**src/rtl/accessory_adapter.sv**
```systemverilog
// accessory_adapter
//   Bridges a host-side character stream to the computer's serial accessory
//   lines, in two independent directions:
//   - Reader: host characters are buffered in a small FIFO. While the reader
//     is ACTIVE, each PL19_SHIFT_CMD_M20 cycle consumes one bit of the FIFO
//     head, MSB first. The bit is presented on PL19_INPUT.
//   - Punch: each PL20_OUTPUT_SHIFT cycle samples PL20_OUTPUT into a shift
//     register. Every CHAR_BITS bits, the assembled character is offered to
//     the host through a one-entry holding register.
//
// Ports
//   CLOCK, rst                      clock, synchronous active-high reset
//   PL19_START_INPUT/STOP_INPUT     reader start/stop requests (stop wins)
//   PL19_SHIFT_CMD_M20              reader bit-consume strobe
//   PL19_INPUT                      serial bit presented to the computer
//   PL20_OUTPUT, PL20_OUTPUT_SHIFT  punch serial bit and its sample strobe
//   host_in_data/valid/ready        host -> reader FIFO handshake
//   host_out_data/valid/ready       punch -> host handshake
//   clear_flags                     clears the sticky underrun/overflow flags
//   reader_active, underrun, overflow  status
module accessory_adapter #(
  parameter int CHAR_BITS  = 5,
  parameter int FIFO_DEPTH = 4
) (
  input  logic                 CLOCK,
  input  logic                 rst,
  input  logic                 PL19_START_INPUT,
  input  logic                 PL19_STOP_INPUT,
  input  logic                 PL19_SHIFT_CMD_M20,
  output logic                 PL19_INPUT,
  input  logic                 PL20_OUTPUT,
  input  logic                 PL20_OUTPUT_SHIFT,
  input  logic [CHAR_BITS-1:0] host_in_data,
  input  logic                 host_in_valid,
  output logic                 host_in_ready,
  output logic [CHAR_BITS-1:0] host_out_data,
  output logic                 host_out_valid,
  input  logic                 host_out_ready,
  input  logic                 clear_flags,
  output logic                 reader_active,
  output logic                 underrun,
  output logic                 overflow
);

  localparam int PTR_W = (FIFO_DEPTH > 1) ? $clog2(FIFO_DEPTH) : 1;
  localparam int CNT_W = PTR_W + 1;
  localparam int BIT_W = (CHAR_BITS > 1) ? $clog2(CHAR_BITS) : 1;
  localparam logic [BIT_W-1:0] LAST_BIT  = BIT_W'(CHAR_BITS - 1);
  localparam logic [CNT_W-1:0] DEPTH_CNT = CNT_W'(FIFO_DEPTH);

  typedef enum logic [0:0] {
    ST_IDLE   = 1'b0,
    ST_ACTIVE = 1'b1
  } rd_state_e;

  // Reader state
  rd_state_e            state_q, state_d;
  logic [CHAR_BITS-1:0] mem_q [FIFO_DEPTH];
  logic [PTR_W-1:0]     rd_ptr_q, rd_ptr_d;
  logic [PTR_W-1:0]     wr_ptr_q, wr_ptr_d;
  logic [CNT_W-1:0]     count_q, count_d;
  logic [BIT_W-1:0]     bitcnt_q, bitcnt_d;
  logic                 underrun_q, underrun_d;
  logic                 fifo_empty_s;
  logic                 push_s;
  logic                 pop_s;
  logic                 underrun_set_s;
  logic [CHAR_BITS-1:0] head_s;

  // Punch state. The shift register keeps only CHAR_BITS-1 bits; the final
  // bit comes straight from PL20_OUTPUT when the character completes.
  logic [CHAR_BITS-2:0] osr_q, osr_d;
  logic [BIT_W-1:0]     obitcnt_q, obitcnt_d;
  logic                 out_valid_q, out_valid_d;
  logic [CHAR_BITS-1:0] out_data_q, out_data_d;
  logic                 overflow_q, overflow_d;
  logic [CHAR_BITS-1:0] shifted_s;
  logic                 complete_s;
  logic                 drain_s;
  logic                 ovf_set_s;

  assign fifo_empty_s  = (count_q == {CNT_W{1'b0}});
  assign head_s        = mem_q[rd_ptr_q];
  assign host_in_ready = (count_q < DEPTH_CNT);
  assign push_s        = host_in_valid & host_in_ready;

  // Reader FSM next state, bit counter and FIFO pop decision
  always_comb begin
    state_d        = state_q;
    bitcnt_d       = bitcnt_q;
    pop_s          = 1'b0;
    underrun_set_s = 1'b0;
    if ((state_q == ST_ACTIVE) && PL19_SHIFT_CMD_M20 && fifo_empty_s) begin
      underrun_set_s = 1'b1;
    end else begin
      underrun_set_s = 1'b0;
    end
    if (PL19_STOP_INPUT) begin
      // A partially shifted head is discarded; unstarted characters stay.
      state_d  = ST_IDLE;
      bitcnt_d = {BIT_W{1'b0}};
      pop_s    = (bitcnt_q != {BIT_W{1'b0}});
    end else if (state_q == ST_ACTIVE) begin
      if (PL19_SHIFT_CMD_M20 && !fifo_empty_s) begin
        if (bitcnt_q == LAST_BIT) begin
          bitcnt_d = {BIT_W{1'b0}};
          pop_s    = 1'b1;
        end else begin
          bitcnt_d = bitcnt_q + BIT_W'(1);
        end
      end else begin
        bitcnt_d = bitcnt_q;
      end
    end else if (PL19_START_INPUT) begin
      state_d = ST_ACTIVE;
    end else begin
      state_d = state_q;
    end
  end

  // FIFO pointer and occupancy update
  always_comb begin
    rd_ptr_d = pop_s ? (rd_ptr_q + PTR_W'(1)) : rd_ptr_q;
    wr_ptr_d = push_s ? (wr_ptr_q + PTR_W'(1)) : wr_ptr_q;
    case ({push_s, pop_s})
      2'b10:   count_d = count_q + CNT_W'(1);
      2'b01:   count_d = count_q - CNT_W'(1);
      default: count_d = count_q;
    endcase
    if (underrun_set_s) begin
      underrun_d = 1'b1;
    end else if (clear_flags) begin
      underrun_d = 1'b0;
    end else begin
      underrun_d = underrun_q;
    end
  end

  // Serial bit toward the computer: current head bit, MSB first
  always_comb begin
    if ((state_q == ST_ACTIVE) && !fifo_empty_s) begin
      PL19_INPUT = head_s[LAST_BIT - bitcnt_q];
    end else begin
      PL19_INPUT = 1'b0;
    end
  end

  // Punch assembly, holding register load/drain and overflow detection
  always_comb begin
    shifted_s   = {osr_q, PL20_OUTPUT};
    drain_s     = out_valid_q & host_out_ready;
    complete_s  = PL20_OUTPUT_SHIFT & (obitcnt_q == LAST_BIT);
    // Draining in the same cycle frees the register for the new character.
    ovf_set_s   = complete_s & out_valid_q & ~drain_s;
    osr_d       = osr_q;
    obitcnt_d   = obitcnt_q;
    out_valid_d = out_valid_q;
    out_data_d  = out_data_q;
    if (PL20_OUTPUT_SHIFT) begin
      osr_d     = shifted_s[CHAR_BITS-2:0];
      obitcnt_d = complete_s ? {BIT_W{1'b0}} : (obitcnt_q + BIT_W'(1));
    end else begin
      osr_d     = osr_q;
      obitcnt_d = obitcnt_q;
    end
    if (complete_s && !ovf_set_s) begin
      out_valid_d = 1'b1;
      out_data_d  = shifted_s;
    end else if (drain_s) begin
      out_valid_d = 1'b0;
    end else begin
      out_valid_d = out_valid_q;
    end
    if (ovf_set_s) begin
      overflow_d = 1'b1;
    end else if (clear_flags) begin
      overflow_d = 1'b0;
    end else begin
      overflow_d = overflow_q;
    end
  end

  // Control and status registers for both paths
  always_ff @(posedge CLOCK) begin
    if (rst) begin
      state_q     <= ST_IDLE;
      rd_ptr_q    <= {PTR_W{1'b0}};
      wr_ptr_q    <= {PTR_W{1'b0}};
      count_q     <= {CNT_W{1'b0}};
      bitcnt_q    <= {BIT_W{1'b0}};
      underrun_q  <= 1'b0;
      osr_q       <= {(CHAR_BITS-1){1'b0}};
      obitcnt_q   <= {BIT_W{1'b0}};
      out_valid_q <= 1'b0;
      out_data_q  <= {CHAR_BITS{1'b0}};
      overflow_q  <= 1'b0;
    end else begin
      state_q     <= state_d;
      rd_ptr_q    <= rd_ptr_d;
      wr_ptr_q    <= wr_ptr_d;
      count_q     <= count_d;
      bitcnt_q    <= bitcnt_d;
      underrun_q  <= underrun_d;
      osr_q       <= osr_d;
      obitcnt_q   <= obitcnt_d;
      out_valid_q <= out_valid_d;
      out_data_q  <= out_data_d;
      overflow_q  <= overflow_d;
    end
  end

  // FIFO storage; contents are only meaningful below the occupancy count
  always_ff @(posedge CLOCK) begin
    if (push_s) begin
      mem_q[wr_ptr_q] <= host_in_data;
    end
  end

  assign reader_active  = (state_q == ST_ACTIVE);
  assign underrun       = underrun_q;
  assign overflow       = overflow_q;
  assign host_out_valid = out_valid_q;
  assign host_out_data  = out_data_q;

endmodule
```
**config.mk**
```make
export PLATFORM = sky130hd
export DESIGN_NAME = accessory_adapter
export DESIGN_NICKNAME = d
export VERILOG_FILES = /design/src/rtl/accessory_adapter.sv
export SDC_FILE = /design/constraint.sdc
export NUM_CORES = 1
export LEC_CHECK = 0
export CAP_MARGIN = 30
export CORE_UTILIZATION = 50
export DETAILED_ROUTE_END_ITERATION = 16
export GPL_ROUTABILITY_DRIVEN = 0
export PLACE_DENSITY = 0.83
export SLEW_MARGIN = 10
export SYNTH_ARGS = -nofsm -noshare
export SYNTH_HDL_FRONTEND = slang
export SYNTH_SLANG_ARGS = --single-unit
```
**constraint.sdc**
```tcl
create_clock -name CLOCK -period 2.9 [get_ports CLOCK]
set_clock_uncertainty 0.05 [all_clocks]
set_input_delay 0.29 -clock CLOCK [delete_from_list [all_inputs] [get_ports CLOCK]]
set_output_delay 0.29 -clock CLOCK [all_outputs]
set_load 0.02 [all_outputs]
```
== Yosys cells after proc, flatten, opt, wreduce, memory -nomap -nowiden ==
Memories as Yosys holds them, arrays and structs flattened. A register that Yosys moved wholly into a read port is not among the register bits.
Cells that the tools add are included.
Word-level totals
  flip-flop bits (word level): 26
  RAM bits: 20
  input bits: 15
  output and inout bits: 11
  word-level logic and storage cells: 68
  memories: 1
Memories
  mem_q: depth 4, bits a word 5, read ports 1, clocked after Yosys merged registers in 1, wr ports 1, RTL line 58  | logic [CHAR_BITS-1:0] mem_q [FIFO_DEPTH];
Operators by class
  add/subtract/negate cells: 7
  $lt $le $gt $ge: 2
  eq/ne operators: 4
  mux-type cells: 22
  bitwise operators: 6
  reduce and logical (&&, ||, !) cells: 15
Operators by type and width (count)
  1-bit 2-to-1 mux: 16
  3-bit by 1-bit adder with 3-bit output, second input constant: 3
  2-bit nonzero test: 4
  3-bit equality test, second input constant: 2
  3-bit 2-to-1 mux: 2
  3-bit one-hot mux with 2 select lines: 1
  1-bit AND: 5
  1-bit logical AND: 5
  2-bit by 1-bit adder with 2-bit output, second input constant: 2
  3-bit by 4-bit < comparator with 1-bit output, second input constant: 1
  2-bit 2-to-1 mux: 2
  1-bit binary-select mux with 3-bit select: 1
  3-bit logical NOT: 1
  3-bit < comparator, second input constant: 1
  3-bit nonzero test: 1
  3-bit by 1-bit subtractor with 3-bit output, second input constant: 1
  3-bit subtractor, first input constant: 1
  2-bit by 1-bit equality test with 1-bit output, second input constant: 1
  2-bit equality test, second input constant: 1
  1-bit logical NOT: 2
  2-bit AND reduction: 1
  2-bit OR reduction: 1
  1-bit NOT: 1

== Longest topological paths before layout ==
Gate-level depths: netlist (run 1).
  word-level depth: 8
  gate-level depth with buffers: 11

== Least setup slack after synthesis (run 1) ==
OpenSTA, ideal clock, no wires.
  path kind: reg2reg
  start: reg bitcnt_q[0]
  end: reg count_q[2]
  arrival: 2.264 ns
  setup slack: 0.515 ns
  stages on the path, launching flop included: 11
  path through: dfxtp_1 > inv_1 > ha_1 > ha_1 > o22ai_4 > ha_1 > inv_1 > fa_1 > xor2_1 > or3_1 > a21oi_1
Between the ends
  word-level cells in the longest chain between the ends: 7
  elaborated cells between the ends (all ways): 10
  those cells by class: eq/ne: 3; mux: 5; reduce/logical: 2
RTL lines
  start, declared: RTL line 62  | logic [BIT_W-1:0] bitcnt_q, bitcnt_d;
  start signal, assigned: RTL line 190  | bitcnt_q <= {BIT_W{1'b0}};
  start signal, assigned: RTL line 202  | bitcnt_q <= bitcnt_d;
  3-bit equality test: RTL line 105  | if (bitcnt_q == LAST_BIT) begin
  1-bit 2-to-1 mux: RTL line 105
  1-bit 2-to-1 mux: RTL line 104  | if (PL19_SHIFT_CMD_M20 && !fifo_empty_s) begin
  1-bit 2-to-1 mux: RTL line 103  | end else if (state_q == ST_ACTIVE) begin
  1-bit 2-to-1 mux *: RTL line 98  | if (PL19_STOP_INPUT) begin
  via pop_s: RTL line 66  | logic pop_s;
  2-bit by 1-bit equality test with 1-bit output or 2-bit equality test (tied branches): RTL line 125  | case ({push_s, pop_s})
  3-bit one-hot mux with 2 select lines or 2-bit nonzero test (tied branches)
  end signal, assigned: RTL line 189  | count_q <= {CNT_W{1'b0}};
  end signal, assigned: RTL line 201  | count_q <= count_d;
  end, declared: RTL line 61  | logic [CNT_W-1:0] count_q, count_d;
Mark *: on every way through the listed nets, which the timed path passes. The rest lies on a longest branch.
A chain may end at the register's enable or synchronous reset.

== Worst setup path in the final report (run 1) ==
  start: reg bitcnt_q[0]
  end: out PL19_INPUT
Between the ends
  word-level cells in the longest chain between the ends: 4
RTL lines
  3-bit subtractor: RTL line 142  | PL19_INPUT = head_s[LAST_BIT - bitcnt_q];
  1-bit binary-select mux with 3-bit select: RTL line 142
  1-bit 2-to-1 mux (implied by the code): RTL line 142
  1-bit 2-to-1 mux: RTL line 141  | if ((state_q == ST_ACTIVE) && !fifo_empty_s) begin
  end, declared: RTL line 30  | output logic PL19_INPUT,
Every way passes these cells. The select of a mux whose other input is x is not followed.

==> results.yml, run 1 <==
route:
  dr.pass1.iters: 3
  viasPerCell: 5.10
  avgRoutedWirePerCell_um: 13.0
  wirelength_mm: 3.40
  antenna_left: 0
  drt_iter0_drc: 45
  drc: 0
  num_vias: 1335
timing:
  finalCritPeriodShare: 0.950
  rsz0062_at_grt: "no"
  setup-violations-final: 0
  setup_ws_ns: 0.144
  tightest_slew_ns: 0.570
  min_period_ns: 2.76
  max-slew-margin-rel: 0.619
  hold_slack_ns: 0.449
  maxSlewViolCount: 0
  fmax_mhz: 363
  fin_setup_tns_ns: 0
  hold_viol: 0
yosys:
  synthesis.nets: 212
  synthCells: 185
  synth_edf_count: 20
  async_reset_ff_frac: 0
  synthTopCellsByCount: "29 x nor2_1, 28 x dfxtp_1, 20 x edfxtp_1, 15 x inv_1, 13 x mux2i_1"
  yosysSeqAreaShare: 0.548
  synth_ff_type: "dfxtp_1"
  synth_top_cell_by_area: "edfxtp_1"
  yosys_warnings: 0
  synthDistinctLibCells: 36
  synthTopCellsByArea: "edfxtp_1 28%, dfxtp_1 26%, ha_1 6.5%"
  yosysMostFrequentCell: "nor2_1"
  synth_area_mm2: 0.00212
  synth_area_per_cell_um2: 11.5
  yosysTopAreaCellShare: 0.284
  synth-seq-cells: 48
power:
  pwr_density_cell_mw_per_mm2: 528
  combPwrFrac: 0.079
  swShare: 0.221
  intPower_mw: 1.04
  peakVddDrop_mv: 0.332
  seqPwrFrac: 0.561
  clockPowerShare: 0.360
  p_sw_uw: 293
  p_leak_nw: 0.909
  total_power_mw: 1.33
cts:
  clk_pin_slew_worst_paths_ns: 0.09
  clk_latency_ns: 0.30
  clockBufferDepth: 2
  cts_root_buffer: "clkbuf_8"
  cts_num_sinks: 48
  numCtsBuffers: 5
  cts_setup_buffers: 0
  cts_tree: "built"
  cts_max_level: 2
die:
  ios: 26
  dieArea_mm2: 0.00450
  rows: 23
  start_util: 0.526
  core-area_mm2: 0.00403
  die_w_um: 67.1
  dieHeight_um: 67.1
finish:
  drive_gt1_frac: 0.0943
  fillers: 323
  n_antenna_cell: 0
  final_area_mm2: 0.00252
  final_util: 0.625
  final_cells: 262
  multiInputGateArea_um2: 853
  seq_area_mm2: 0.00116
  area.growth.synth_to_final_pct: 18.8
  finalNetCount: 238
place:
  dp_hpwl_mm: 2.44
  post_dp_cell_area_mm2: 0.00241
  place_ws_ns: 0.207
  portBuffers: 25
  place_inst: 254
global_route:
  first_global_vias: 1242
  grt_usage: 0.169
  grt_max_degree: 25
  grt_overflow: 0
  grt_pass1_wl_mm: 5.51
  antenna_found_initial: 0
status:
  status: "finished, final reports clean"
critical_path:
  end_kind: "output port"
  start_kind: "flip-flop"
  worstPathRequired_ns: 2.56
  crit_arrival_ns: 2.42
  crit_path_max_fanout: 6
  crit_type: "flip-flop to output port"
min_path:
  hold_class: "flip-flop to flip-flop"
flow_run:
  max-cap-violations: 0
[worst paths after layout]
kind,start,endpoint,slack [ns],depth (start not counted)
min,underrun$_SDFFE_PP0P_,underrun$_SDFFE_PP0P_,0.45,2
max reg2reg,bitcnt_q[0]$_SDFFE_PP0P_,count_q[2]$_SDFFE_PP0P_,0.32,10
min reg2reg,underrun$_SDFFE_PP0P_,underrun$_SDFFE_PP0P_,0.45,2
max,bitcnt_q[0]$_SDFFE_PP0P_,PL19_INPUT,0.14,8
[cells by family (layout without fill, tap and decap cells)]
| logic type | count (synthesis) | count (layout) | share of synthesized area |
|---|---|---|---|
| adder cells (fa/ha/maj) | 12 | 12 | 0.0744 |
| XOR/XNOR | 4 | 4 | 0.0165 |
| multiplexers | 17 | 17 | 0.0986 |
| buffers and inverters | 24 | 51 | 0.0490 |
| AND/OR/NAND/NOR | 57 | 57 | 0.128 |
| flip-flops | 48 | 48 | 0.548 |
| AO/OA/AOI/OAI | 23 | 23 | 0.0856 |
[repair_timing]
item / in CTS / in global routing
setup endpoints to repair: 1 / 0
hold buffers: 0 / 0
resized for setup: 1 / 0
[sequential cells by signal (all words and copies together) (netlist names), named ones only]
signal          cells
osr_q               4
underrun            1
bitcnt_q            3
host_out_data       5
overflow            1
mem_q              20
reader_active       1
obitcnt_q           3
host_out_valid      1
count_q             3
wr_ptr_q            2
rd_ptr_q            2
[power groups by stage]
| stage | Sequential, mW | Combinational [mW] | Clock, mW |
|---|---|---|---|
| after detailed placement | 0.761 | 0.106 | 0 |
| after global routing | 0.748 | 0.120 | 0.507 |
| after CTS | 0.745 | 0.107 | 0.488 |
| final | 0.745 | 0.106 | 0.478 |
| after floorplan | 0.758 | 0.0645 | 0 |
| after global placement | 0.760 | 0.103 | 0 |
[cell usage in the layout (no fill, tap or decap), types with 2 or more instances in the layout]
cell type and count:
nand3_1 3, o21ai_0 3, clkbuf_8 5, nor2b_1 4
mux4_2 3, nor2_1 29, a211oi_1 2, a21oi_1 9
mux2i_1 13, nand2b_1 4, buf_4 3, and2_1 4
inv_1 15, dfxtp_1 28, edfxtp_1 20, nand2_1 3
ha_1 11, nor3_1 6, xor2_1 2, clkdlybuf4s50_1 24
xnor2_1 2
[critical path, stage by stage (launching register included)]
cell	delay [ns]
dfxtp_1	0.43
inv_1	0.09
ha_1	0.22
ha_1	0.30
o311ai_1	0.12
a311o_1	0.34
a211o_1	0.24
nand3_2	0.05
dlygate4sd2_1	0.33
[per-layer routing]
metal  GRT usage  up-vias  wire, um
li1            -      686         -
met1       0.217      626      1700
met2       0.264       19      1550
met3      0.0411        4        97
met4      0.0798        0        55
met5           0        -         0
[layout make-up]
| type | instances | share of cell area |
|---|---|---|
| flip-flops and latches | 48 | 0.461 |
| multi-input cells | 113 | 0.339 |
| repair buffers | 28 | 0.108 |
| clock buffers | 5 | 0.0273 |
| well taps | 50 | 0.0249 |
| inverters | 15 | 0.0224 |
| clock inverters | 3 | 0.0169 |
Note: power is estimated with default switching activity, not from simulation.
==> run 2: changes to the inputs <==
--- a/config.mk
+++ b/config.mk
@@ -6,10 +6,11 @@
 export NUM_CORES = 1
 export LEC_CHECK = 0
 export CAP_MARGIN = 30
-export CORE_UTILIZATION = 50
+export CORE_UTILIZATION = 25
+export CTS_CLUSTER_DIAMETER = 50
 export DETAILED_ROUTE_END_ITERATION = 16
 export GPL_ROUTABILITY_DRIVEN = 0
-export PLACE_DENSITY = 0.83
+export PLACE_DENSITY = 0.52
 export SLEW_MARGIN = 10
 export SYNTH_ARGS = -nofsm -noshare
 export SYNTH_HDL_FRONTEND = slang
==> run 2 against run 1 <==
Power down 4.1%. Design area up 2.1%. Flip-flop and latch count unchanged. Combinational power about the same. Die area up 97%. First-iteration DRC count up 56%. Via count up 0.75%. Wire length up 7.8%.
==> results.yml, run 2 (synthesis results as in run 1) <==
power:
  clockPowerShare: 0.331
  peakVddDrop_mv: 0.222
  combPwrFrac: 0.083
  p_leak_nw: 0.908
  intPower_uw: 959
  pwr_density_cell_mw_per_mm2: 496
  total_power_mw: 1.27
  seqPwrFrac: 0.585
  p_sw_uw: 315
  swShare: 0.248
critical_path:
  critPathBufInv: 2
  worst_path_max_delay_cell: "dfxtp_1"
  crit_type: "flip-flop to output port"
  crit_path_max_fanout: 6
  crit_path_cell_trace: "inv_1, ha_1, ha_1, o311ai_1, a311o_1, a211o_1, nand3_2, dlygate4sd2_1"
  crit_top_cell: "ha_1"
  crit_arrival_ns: 2.41
  worst_path_largest_cell_delay_ns: 0.44
  end_kind: "output port"
  start_kind: "flip-flop"
  crit_family: "compound AO/OA/AOI/OAI gates"
  worstPathRequired_ns: 2.56
finish:
  final_util: 0.313
  final_common_cell: "nor2_1"
  finalNetCount: 238
  drive_gt1_frac: 0.0943
  largest_register_ffs: 20
  largest-register: "mem_q"
  area.growth.synth_to_final_pct: 21.3
  n_antenna_cell: 0
  final_cells: 317
  layout_common_cells: "29 x nor2_1, 28 x dfxtp_1, 24 x clkdlybuf4s50_1"
route:
  antenna_left: 0
  drc: 0
  avgRoutedWirePerCell_um: 11.6
  drt_iter0_drc: 70
  num_vias: 1345
  dr.pass1.iters: 4
  viasPerCell: 4.24
  wirelength_mm: 3.67
timing:
  max-slew-margin-rel: 0.595
  rsz0062_at_grt: "no"
  min_period_ns: 2.75
  hold_viol: 0
  setup-violations-final: 0
  fmax_mhz: 364
  maxSlewViolCount: 0
  tightest_slew_ns: 0.606
  finalCritPeriodShare: 0.947
  setup_ws_ns: 0.152
  fin_setup_tns_ns: 0
cts:
  cts_hold_buf: 0
  cts_tree: "built"
  clk_latency_ns: 0.30
  clk_pin_slew_worst_paths_ns: 0.10
  cts_root_buffer: "clkbuf_8"
  cts_max_level: 2
  cts_resized: 1
  cts_num_sinks: 48
  cts_setup_buffers: 0
  clockBufferDepth: 2
  numCtsBuffers: 5
global_route:
  grt_pass1_wl_mm: 6.23
  grt_max_degree: 20
  grt_usage: 0.0931
  first_global_vias: 1293
  antenna_found_initial: 0
  grt_overflow: 0
die:
  core-area_mm2: 0.00822
  dieArea_mm2: 0.00885
  dieHeight_um: 94.1
  rows: 33
  start_util: 0.258
  die_w_um: 94.1
  ios: 26
min_path:
  hold_class: "flip-flop to flip-flop"
place:
  dp_hpwl_mm: 2.72
  portBuffers: 25
  place_inst: 309
  place_ws_ns: 0.224
status:
  status: "finished, final reports clean"
flow_run:
  max-cap-violations: 0
[run 2: cell count changes in the layout (fill, tap and decap cells not counted), sizes merged]
cell / change
bufinv: -1
clkinvlp: -2
clkinv: +1
inv: +2
[run 2: final cells by class]
class / instances / area [um^2]
Tap cell: 105 / 131
Clock inverter: 3 / 26.3
Clock buffer: 5 / 68.8
Timing Repair Buffer: 28 / 272
Inverter: 15 / 56.3
Multi-Input combinational cell: 113 / 853
Sequential cell: 48 / 1160
Fill cell: 845 / 5650
[run 2: worst min-delay path, cell delays in order, from the launching register on]
cell and delay, ns:
dfxtp_1 0.34, a21oi_1 0.06, nor2_1 0.07
[run 2: power groups by stage]
stage | registers (mW) | logic [mW] | clock network, mW
detailed placement | 0.762 | 0.108 | 0
CTS | 0.746 | 0.108 | 0.440
global route | 0.749 | 0.121 | 0.465
finish | 0.746 | 0.106 | 0.422
floorplan | 0.758 | 0.0645 | 0
global placement | 0.761 | 0.107 | 0
[run 2: worst paths after layout]
kind | start | end | slack, ns | depth (start not counted)
max | bitcnt_q[0]$_SDFFE_PP0P_ | PL19_INPUT | 0.15 | 8
min | underrun$_SDFFE_PP0P_ | underrun$_SDFFE_PP0P_ | 0.45 | 2
max reg2reg | bitcnt_q[0]$_SDFFE_PP0P_ | count_q[2]$_SDFFE_PP0P_ | 0.31 | 10
min reg2reg | underrun$_SDFFE_PP0P_ | underrun$_SDFFE_PP0P_ | 0.45 | 2
[run 2: metal layers]
layer | vias up | track usage | share of wire | routed length [um]
met1 | 627 | 0.131 | 0.53 | 1960
met3 | 6 | 0.0243 | 0.032 | 117
met2 | 21 | 0.136 | 0.42 | 1530
met5 | - | 0 | 0 | 0
li1 | 691 | - | - | -
met4 | 0 | 0.0346 | 0.019 | 68
[run 2: per-stage QoR]
stage / hold slack [ns] / area [um^2]
after global placement: 0.427 / 2470
final: 0.448 / 2570
after floorplan: 0.318 / 2120
after detailed placement: 0.429 / 2470
after CTS: 0.453 / 2570
after global routing: 0.501 / 2570
